$ cat src/rtl/regfile_dump.sv
// Three-port register file (2 async reads, 1 sync write, r0 hardwired to zero)
// with a valid/ready debug port that streams every register without stalling the core.
module regfile_dump #(
    parameter int WIDTH  = 32,
    parameter int ADDR_W = 5,
    parameter int BYPASS = 1
) (
    input  logic              clk,
    input  logic              reset_n,
    input  logic [ADDR_W-1:0] ra1,
    input  logic [ADDR_W-1:0] ra2,
    output logic [WIDTH-1:0]  rd1,
    output logic [WIDTH-1:0]  rd2,
    input  logic              we3,
    input  logic [ADDR_W-1:0] wa3,
    input  logic [WIDTH-1:0]  wd3,
    input  logic              dump_start,
    output logic              dump_valid,
    input  logic              dump_ready,
    output logic [ADDR_W-1:0] dump_idx,
    output logic [WIDTH-1:0]  dump_data,
    output logic              dump_busy,
    output logic              dump_done
);

    localparam int DEPTH = 2 ** ADDR_W;
    localparam logic [ADDR_W-1:0] LAST_IDX = ADDR_W'(DEPTH - 1);

    typedef enum logic {
        IDLE,
        SEND
    } state_t;

    state_t            state;
    logic [WIDTH-1:0]  regs [DEPTH];
    logic              wr_en;
    logic [ADDR_W-1:0] next_idx;
    logic [WIDTH-1:0]  next_data;

    assign wr_en = we3 && (wa3 != '0);

    // NOTE: the whole array is reset because reset must read back as all-zero;
    // a plain RAM without reset would be cheaper but would break that guarantee.
    always_ff @(posedge clk or negedge reset_n) begin
        if (!reset_n) begin
            regs <= '{default: '0};
        end else if (wr_en) begin
            regs[wa3] <= wd3;
        end
    end

    // NOTE: every combinational output gets a default first so no path can infer a latch.
    always_comb begin
        rd1 = regs[ra1];
        rd2 = regs[ra2];
        if (BYPASS != 0 && wr_en && wa3 == ra1) rd1 = wd3;
        if (BYPASS != 0 && wr_en && wa3 == ra2) rd2 = wd3;
        if (ra1 == '0) rd1 = '0;
        if (ra2 == '0) rd2 = '0;
    end

    // The beat loaded on an advancing edge must reflect a write landing on that same edge.
    always_comb begin
        next_idx  = dump_idx + ADDR_W'(1);
        next_data = regs[next_idx];
        if (wr_en && wa3 == next_idx) next_data = wd3;
    end

    // NOTE: sequential state uses non-blocking assignments so all registers update together.
    always_ff @(posedge clk or negedge reset_n) begin
        if (!reset_n) begin
            state      <= IDLE;
            dump_valid <= 1'b0;
            dump_busy  <= 1'b0;
            dump_done  <= 1'b0;
            dump_idx   <= '0;
            dump_data  <= '0;
        end else begin
            dump_done <= 1'b0;
            case (state)
                IDLE: begin
                    if (dump_start) begin
                        state      <= SEND;
                        dump_valid <= 1'b1;
                        dump_busy  <= 1'b1;
                        dump_idx   <= '0;
                        dump_data  <= '0;
                    end
                end
                SEND: begin
                    if (dump_ready) begin
                        if (dump_idx == LAST_IDX) begin
                            state      <= IDLE;
                            dump_valid <= 1'b0;
                            dump_busy  <= 1'b0;
                            dump_done  <= 1'b1;
                        end else begin
                            dump_idx  <= next_idx;
                            dump_data <= next_data;
                        end
                    end
                end
                default: state <= IDLE;
            endcase
        end
    end

endmodule

$ cat config.mk
export PLATFORM = sky130hd
export DESIGN_NAME = regfile_dump
export DESIGN_NICKNAME = d
export VERILOG_FILES = /design/src/rtl/regfile_dump.sv
export SDC_FILE = /design/constraint.sdc
export NUM_CORES = 2
export LEC_CHECK = 0
export CAP_MARGIN = 30
export CORE_MARGIN = 2
export CORE_UTILIZATION = 30
export CTS_CLUSTER_DIAMETER = 60
export CTS_CLUSTER_SIZE = 14
export DETAILED_ROUTE_END_ITERATION = 8
export PLACE_DENSITY = 0.48
export SLEW_MARGIN = 20
export SYNTH_ARGS = -nofsm -noshare
export SYNTH_HDL_FRONTEND = slang
export SYNTH_SLANG_ARGS = --single-unit
export TNS_END_PERCENT = 1
$ cat constraint.sdc
create_clock -name clk -period 4.27 [get_ports clk]
set_clock_uncertainty 0.15 [all_clocks]
set_input_delay 0.854 -clock clk [delete_from_list [all_inputs] [get_ports clk]]
set_output_delay 0.854 -clock clk [all_outputs]
set_load 0.05 [all_outputs]
# ---- After elaboration in Yosys (flattened, before gate mapping)
# Index checks and enable logic that the tools add are counted.
dict set report word_totals {
  regBits 1064
  romBits 0
  input_bits 52
  ram_bits 0
  elab_cells 102
  mem_count 0
  latchBits 0
}
dict set report classes {
  div_mod_pow 0
  n_eq_ne 8
  bitwise 5
  reduce_logical 10
  n_mux 36
  add_sub_neg 1
  n_mul 0
  magnitude_cmp 5
  shift 0
}
# op count
set op_table {}
lappend op_table {{bitwise mux 1024 bit} 1}
lappend op_table {{binary-select mux 32 bit (select 5 bit)} 3}
lappend op_table {{two-way mux 32 bit} 15}
lappend op_table {{demux 32 bit (select 5 bit)} 1}
lappend op_table {{case mux 32 bit (2 select lines)} 1}
lappend op_table {{>= comparator 6 bit (second input constant)} 4}
lappend op_table {{inverter 5 -> 6 bit} 4}
lappend op_table {{== test 5 bit} 3}
lappend op_table {{two-way mux 5 bit} 3}
lappend op_table {{logical NOT 5 bit} 2}
lappend op_table {{case mux 5 bit (2 select lines)} 1}
lappend op_table {{two-way mux 1 bit} 9}
lappend op_table {{< comparator 6 x 1 -> 1 bit (second input constant)} 1}
lappend op_table {{!= test 2 bit (second input constant)} 3}
lappend op_table {{AND reduction 3 bit} 2}
lappend op_table {{adder 5 x 1 -> 5 bit (second input constant)} 1}
lappend op_table {{== test 5 bit (second input constant)} 1}
lappend op_table {{logical AND 1 bit} 5}
lappend op_table {{nonzero test 5 bit} 1}
lappend op_table {{case mux 1 bit (2 select lines)} 2}
lappend op_table {{!= test 2 x 1 -> 1 bit (second input constant)} 1}
lappend op_table {{inverter 1 bit} 1}

# ---- Longest topological paths before layout
dict set report logic_depth {
  depth_word 9
  depth_mapped 12
  depth_no_buf 9
}

# ---- Worst setup path before layout
# Ideal clock, no wire load.
dict set report synth_timing {
  path_type {in2out}
  from {input port ra1[2]}
  to {output port rd1[1]}
  path_buffers 3
  arrival_ns 3.379
  path_slack_ns -0.113
  required_ns 3.266
  path_stages 8
  path_cell_list {buf_2 inv_2 clkbuf_1 buf_4 o21ai_0 a211oi_1 nor3_1 nor3_1}
}
dict set report synth_between {
  elab_chain_len 6
  word_cells_on_any_way 9
}
# item line
set synth_lines {}
lappend synth_lines {{from (decl)} 10} ;# input logic [ADDR_W-1:0] ra1,
lappend synth_lines {{inverter 5 -> 6 bit (not written as such)} 54} ;# rd1 = regs[ra1];
lappend synth_lines {{binary-select mux 32 bit (select 5 bit)} 54}
lappend synth_lines {{two-way mux 32 bit (not written as such) (2 in a row)} 54}
lappend synth_lines {{two-way mux 32 bit} 56} ;# if (BYPASS != 0 && wr_en && wa3 == ra1) rd1 = wd3;
lappend synth_lines {{two-way mux 32 bit (*)} 58} ;# if (ra1 == '0) rd1 = '0;
lappend synth_lines {{to (decl)} 12} ;# output logic [WIDTH-1:0] rd1,
# Mark *: on every way between the ends. The rest lies on a longest branch, timed or not. The select of a mux whose other input is x is not followed.

# ---- Worst setup path after layout
dict set report layout_timing {
  from {input port wa3[3]}
  to {output port rd1[8]}
}
dict set report layout_between {
  elab_chain_len 5
  word_cells_on_any_way 6
}
# item line
set layout_lines {}
lappend layout_lines {{from (decl)} 15} ;# input logic [ADDR_W-1:0] wa3,
lappend layout_lines {{nonzero test 5 bit} 40} ;# assign wr_en = we3 && (wa3 != '0);
lappend layout_lines {{logical AND 1 bit} 40}
lappend layout_lines {{logical AND 1 bit (*)} 56}
lappend layout_lines {{two-way mux 32 bit (*)} 56}
lappend layout_lines {{two-way mux 32 bit (*)} 58}
# Mark *: on every way between the ends. The rest lies on a longest branch, timed or not.

==> metrics list <==
- Placed cell count: 7661
- In the global route stage, met2 resource usage came out at 37.88%.
- In the final layout, the multi-input gates occupy 36700 µm².
- The first detailed-routing pass took 5 iterations.
* GR Util met1: 32.15%
- Entering global routing, the biggest net connects 98 pins.
* Violated checks: setup timing
- In the global route stage, overall resource usage came out at 23.82%.
- The worst setup path is launched from an input pin.
- The number of antenna violations at the first check in global routing is 8.
* Vias per cell: 6.028
- Number of failing setup endpoints in the final timing report: 3
* Maximum buffer depth of the clock tree: 3
- Syn-to-layout area delta: 19.65%
* Result of the run: complete, but fails checks
- Of the available clock period, the critical path in the final layout requires 100.4%.
- Via count of the first global-routing pass: 48.24k
- In this run the worst path has a maximum fanout of 16.
* Largest stage delay on the critical path: 0.56 ns
- In the synthesized netlist the dominant register cell turns out to be sky130_fd_sc_hd__dfrtp_1.
* Yosys top cell area share: 40.76%
- Core Box Area: 216700 µm²
* Cell family with most CP delay: buffers and inverters
- The cell sitting at the root of the clock tree is a sky130_fd_sc_hd__clkbuf_16.
* Worst vdd ir: 461.6 µV
- Number of enable-type register cells in the synthesized netlist: 0
* Total number of H-tree levels: 3
- Grt ovf: 0
- Number of distinct standard cells referenced by the synthesized netlist: 61
- Timing would allow up to 233.2 MHz.
- The die is 470.6 µm wide.
- Sequential cell area fraction in the yosys report: 40.76%
- Setup Total Neg Slack: -0.03195 ns
- Clock-pin slew was measured on the worst setup and hold paths at 0.06 ns.
- Max-cap violations in this run came to 0.
- After synthesis, the share of flip-flops with an asynchronous set or reset is 100.0%.
* Num rows: 171
- In the final routed layout, each cell accounts on average for 33.91 µm.
- Buf+Inv Stages, Crit Path: 4
- Relative slew slack: 36.47%
- Cells fill 36.06% of the core in the end.
* Number of nets with antenna violations after detailed routing: 0
- Filler cell count: 20.73k
* TritonCTS clock tree: built
- The critical path is of the in2out type.
* Standard cell with the maximum stage delay on the critical path: sky130_fd_sc_hd__clkdlybuf4s50_1
- The floorplan step set the die height to 470.6 µm.
* DRT Wirelength: 267.0 mm
* LEAKAGE: 0.03211 µW
- Setup repair after global routing could not meet its margin everywhere.
* Final count of pins violating max slew: 0
* Nets: 4981
- Post-route DRC violation count: 0
- The final hold violation count was 0.
- Floorplan die area: 221500 µm²
* Top cells by instance count after synthesis: sky130_fd_sc_hd__dfrtp_1 (1064), sky130_fd_sc_hd__mux2_2 (1026), sky130_fd_sc_hd__mux4_2 (719), sky130_fd_sc_hd__nand2_1 (476), sky130_fd_sc_hd__clkbuf_1 (348)
- The initial utilization of the core area, before any placement, comes to 30.14%.
* Most common cell in the netlist: sky130_fd_sc_hd__dfrtp_1
- Power density relative to cell area: 534.9 nW/µm²
- CTS buffer count: 117
* Endpoint arrival time on the critical path: 3.28 ns
- Dominant cell type by count on the critical path: sky130_fd_sc_hd__buf_4
* Final critical-path required period: 4.288 ns
* Post-CTS repair timing setup buffer count: 0
- Counting every sink on the clock net gives 1064.
* Worst-margin pin slew: 0.9529 ns
- The global routing stage identified its most utilized layer as met2.
* Clock network latency to the later pin of the worst-skew pair: 0.79 ns
* Synth Register Bits: 1064
* Combined flip-flop and latch cell area: 26630 µm²
- Number of warnings reported in the yosys synthesis log: 0
- Final weighted congestion of routability-driven global placement: 0.8447
* Count of input and output buffers: 155
- In this run the mean area of a mapped cell was 13.65 µm².
- Gate Count Post-Synth: 4784
- Data on the critical path is required at its endpoint by 3.27 ns.
- Summing over every cut layer, the via total after detailed routing is 47.46k.
* Cell accounting for the most synthesized area: sky130_fd_sc_hd__dfrtp_1
- Worst hold path type: reg2reg
* Main area contributors after synthesis: sky130_fd_sc_hd__dfrtp_1 (41%), sky130_fd_sc_hd__mux4_2 (25%), sky130_fd_sc_hd__mux2_2 (18%)
- For this block, the initial DRC count from the detailed router was 4885.
- Summing every instance area after synthesis gives 65320 µm².
- Final cell count without fillers: 7874
- Number of top-level pins: 156
- At the placement stage, the worst setup path has a slack of -0.3056 ns.
- Share of post-route cells with drive strength above 1: 50.52%
- Crit-path cells: clkdlybuf4s50_1 -> nor3_2 -> a21bo_2 -> nor4_4 -> buf_12 -> a211oi_1 -> a21oi_1 -> buf_4 -> buf_4
- The first global-routing pass estimated 381.6 mm of wire.
- Nets in the synthesized netlist: 4838
- For this run, global-route usage on met3 was measured as 4.540%.
- The worst setup path is captured at an output port.
- HPWL after detailed placement: 168.0 mm
- Final critical-path setup slack: -0.01814 ns
-- logic make-up (layout without fill, tap and decap cells) --
family,count (synthesis),after routing,share of synthesized area (%)
AO/OA/AOI/OAI,485,485,5.175
XOR/XNOR,20,20,0.2912
adder cells (fa/ha/maj),2,2,0.03830
buffers and inverters,588,822,3.917
flip-flops,1064,1064,40.76
multiplexers,1926,1926,45.25
other,0,2,0
AND/OR/NAND/NOR,699,699,4.568
-- state kept, by name, summed over array words and instances, names as in the netlist --
| signal | flops |
|---|---|
| dump_idx | 5 |
| state | 1 |
| dump_data | 32 |
| dump_done | 1 |
| regs | 1024 |
| dump_busy | 1 |
-- cells in the final DEF, fill, tap and decap left out, types with 18 or more instances in the layout --
cell type / synthesis / routed
sky130_fd_sc_hd__a211o_1: 35 / 34
sky130_fd_sc_hd__a211oi_1: 26 / 24
sky130_fd_sc_hd__a21oi_1: 33 / 30
sky130_fd_sc_hd__a221oi_1: 31 / 29
sky130_fd_sc_hd__a22oi_1: 22 / 20
sky130_fd_sc_hd__a31oi_1: 40 / 40
sky130_fd_sc_hd__a32oi_1: 68 / 67
sky130_fd_sc_hd__buf_12: 0 / 189
sky130_fd_sc_hd__buf_4: 28 / 295
sky130_fd_sc_hd__clkbuf_16: 0 / 117
sky130_fd_sc_hd__clkdlybuf4s50_1: 0 / 80
sky130_fd_sc_hd__clkinv_2: 0 / 18
sky130_fd_sc_hd__dfrtp_1: 1064 / 1063
sky130_fd_sc_hd__inv_1: 29 / 28
sky130_fd_sc_hd__mux2_2: 1026 / 1026
sky130_fd_sc_hd__mux2i_1: 181 / 181
sky130_fd_sc_hd__mux4_2: 719 / 719
sky130_fd_sc_hd__nand2_1: 476 / 461
sky130_fd_sc_hd__nand3_1: 88 / 86
sky130_fd_sc_hd__nand4_1: 32 / 32
sky130_fd_sc_hd__nor2_1: 39 / 19
sky130_fd_sc_hd__nor2_4: 0 / 20
sky130_fd_sc_hd__nor2b_1: 21 / 18
sky130_fd_sc_hd__o211ai_1: 25 / 25
sky130_fd_sc_hd__o21ai_0: 106 / 101
sky130_fd_sc_hd__o21ai_1: 42 / 44
sky130_fd_sc_hd__o221ai_1: 30 / 20
-- final cells by class --
class                      instances  area share [%]
multi-input combinational       3132           46.95
tap                             2854           4.569
clock inverter                    82           1.348
clock buffer                     128           3.863
sequential                      1064           34.07
timing repair buffer             581           9.034
inverter                          31          0.1537
antenna                            2        0.006404
-- metrics by stage --
step	hold WS, ns	power [µW]	cell area [µm²]
finish	0.2677	41810	78160
global route	0.2814	43470	78150
CTS	0.2681	41910	78090
detailed placement	0.2543	30800	73880
global placement	0.2472	30610	73850
floorplan	0.3073	24190	65330
-- worst register-to-register path: cells and delay by family, from the launching register on --
kind | cells | cell delay [ns]
fa+ha+maj | 1 | 0.67
buf+inv | 2 | 0.60
simple gates | 2 | 0.22
mux | 2 | 0.92
compound gates | 2 | 0.53
flops | 1 | 0.58
-- power breakdown --
| group | leakage [µW] | switching [µW] | internal, µW | total, µW |
|---|---|---|---|---|
| logic | 0.0165 | 8690 | 8010 | 16700 |
| clock network | 0.00196 | 4930 | 6060 | 11000 |
| registers | 0.0136 | 2040 | 12100 | 14100 |
| total | 0.0321 | 15700 | 26100 | 41800 |
-- per-layer routing --
metal / vias to the layer above / part of all wire [%]
met5: - / 0.0075
met4: 2 / 4.3
met3: 480 / 7.2
met2: 2128 / 47
met1: 25925 / 42
li1: 18927 / -
-- path summary, 6_finish.rpt --
path | startpoint | endpoint | slack, ns | cells after the start
max | wa3[3] | rd1[8] | -0.02 | 9
min | regs[1022] | regs[1022] | 0.27 | 0
max reg2reg | dump_idx[0] | dump_data[2] | 0.46 | 9
min reg2reg | regs[1022] | regs[1022] | 0.27 | 0
max in group asynchronous | reset_n | regs[611] | 2.19 | 3
min in group asynchronous | reset_n | regs[599] | 0.56 | 2
-- repair_timing --
item                                    in CTS  in global routing
resized for setup                           27                 13
hold endpoints to repair                     9                  0
endpoints found under the setup margin      45                 33
hold buffers                                 1                  0
pin swaps                                    2                  5
Power figures use the tool's default switching activity.
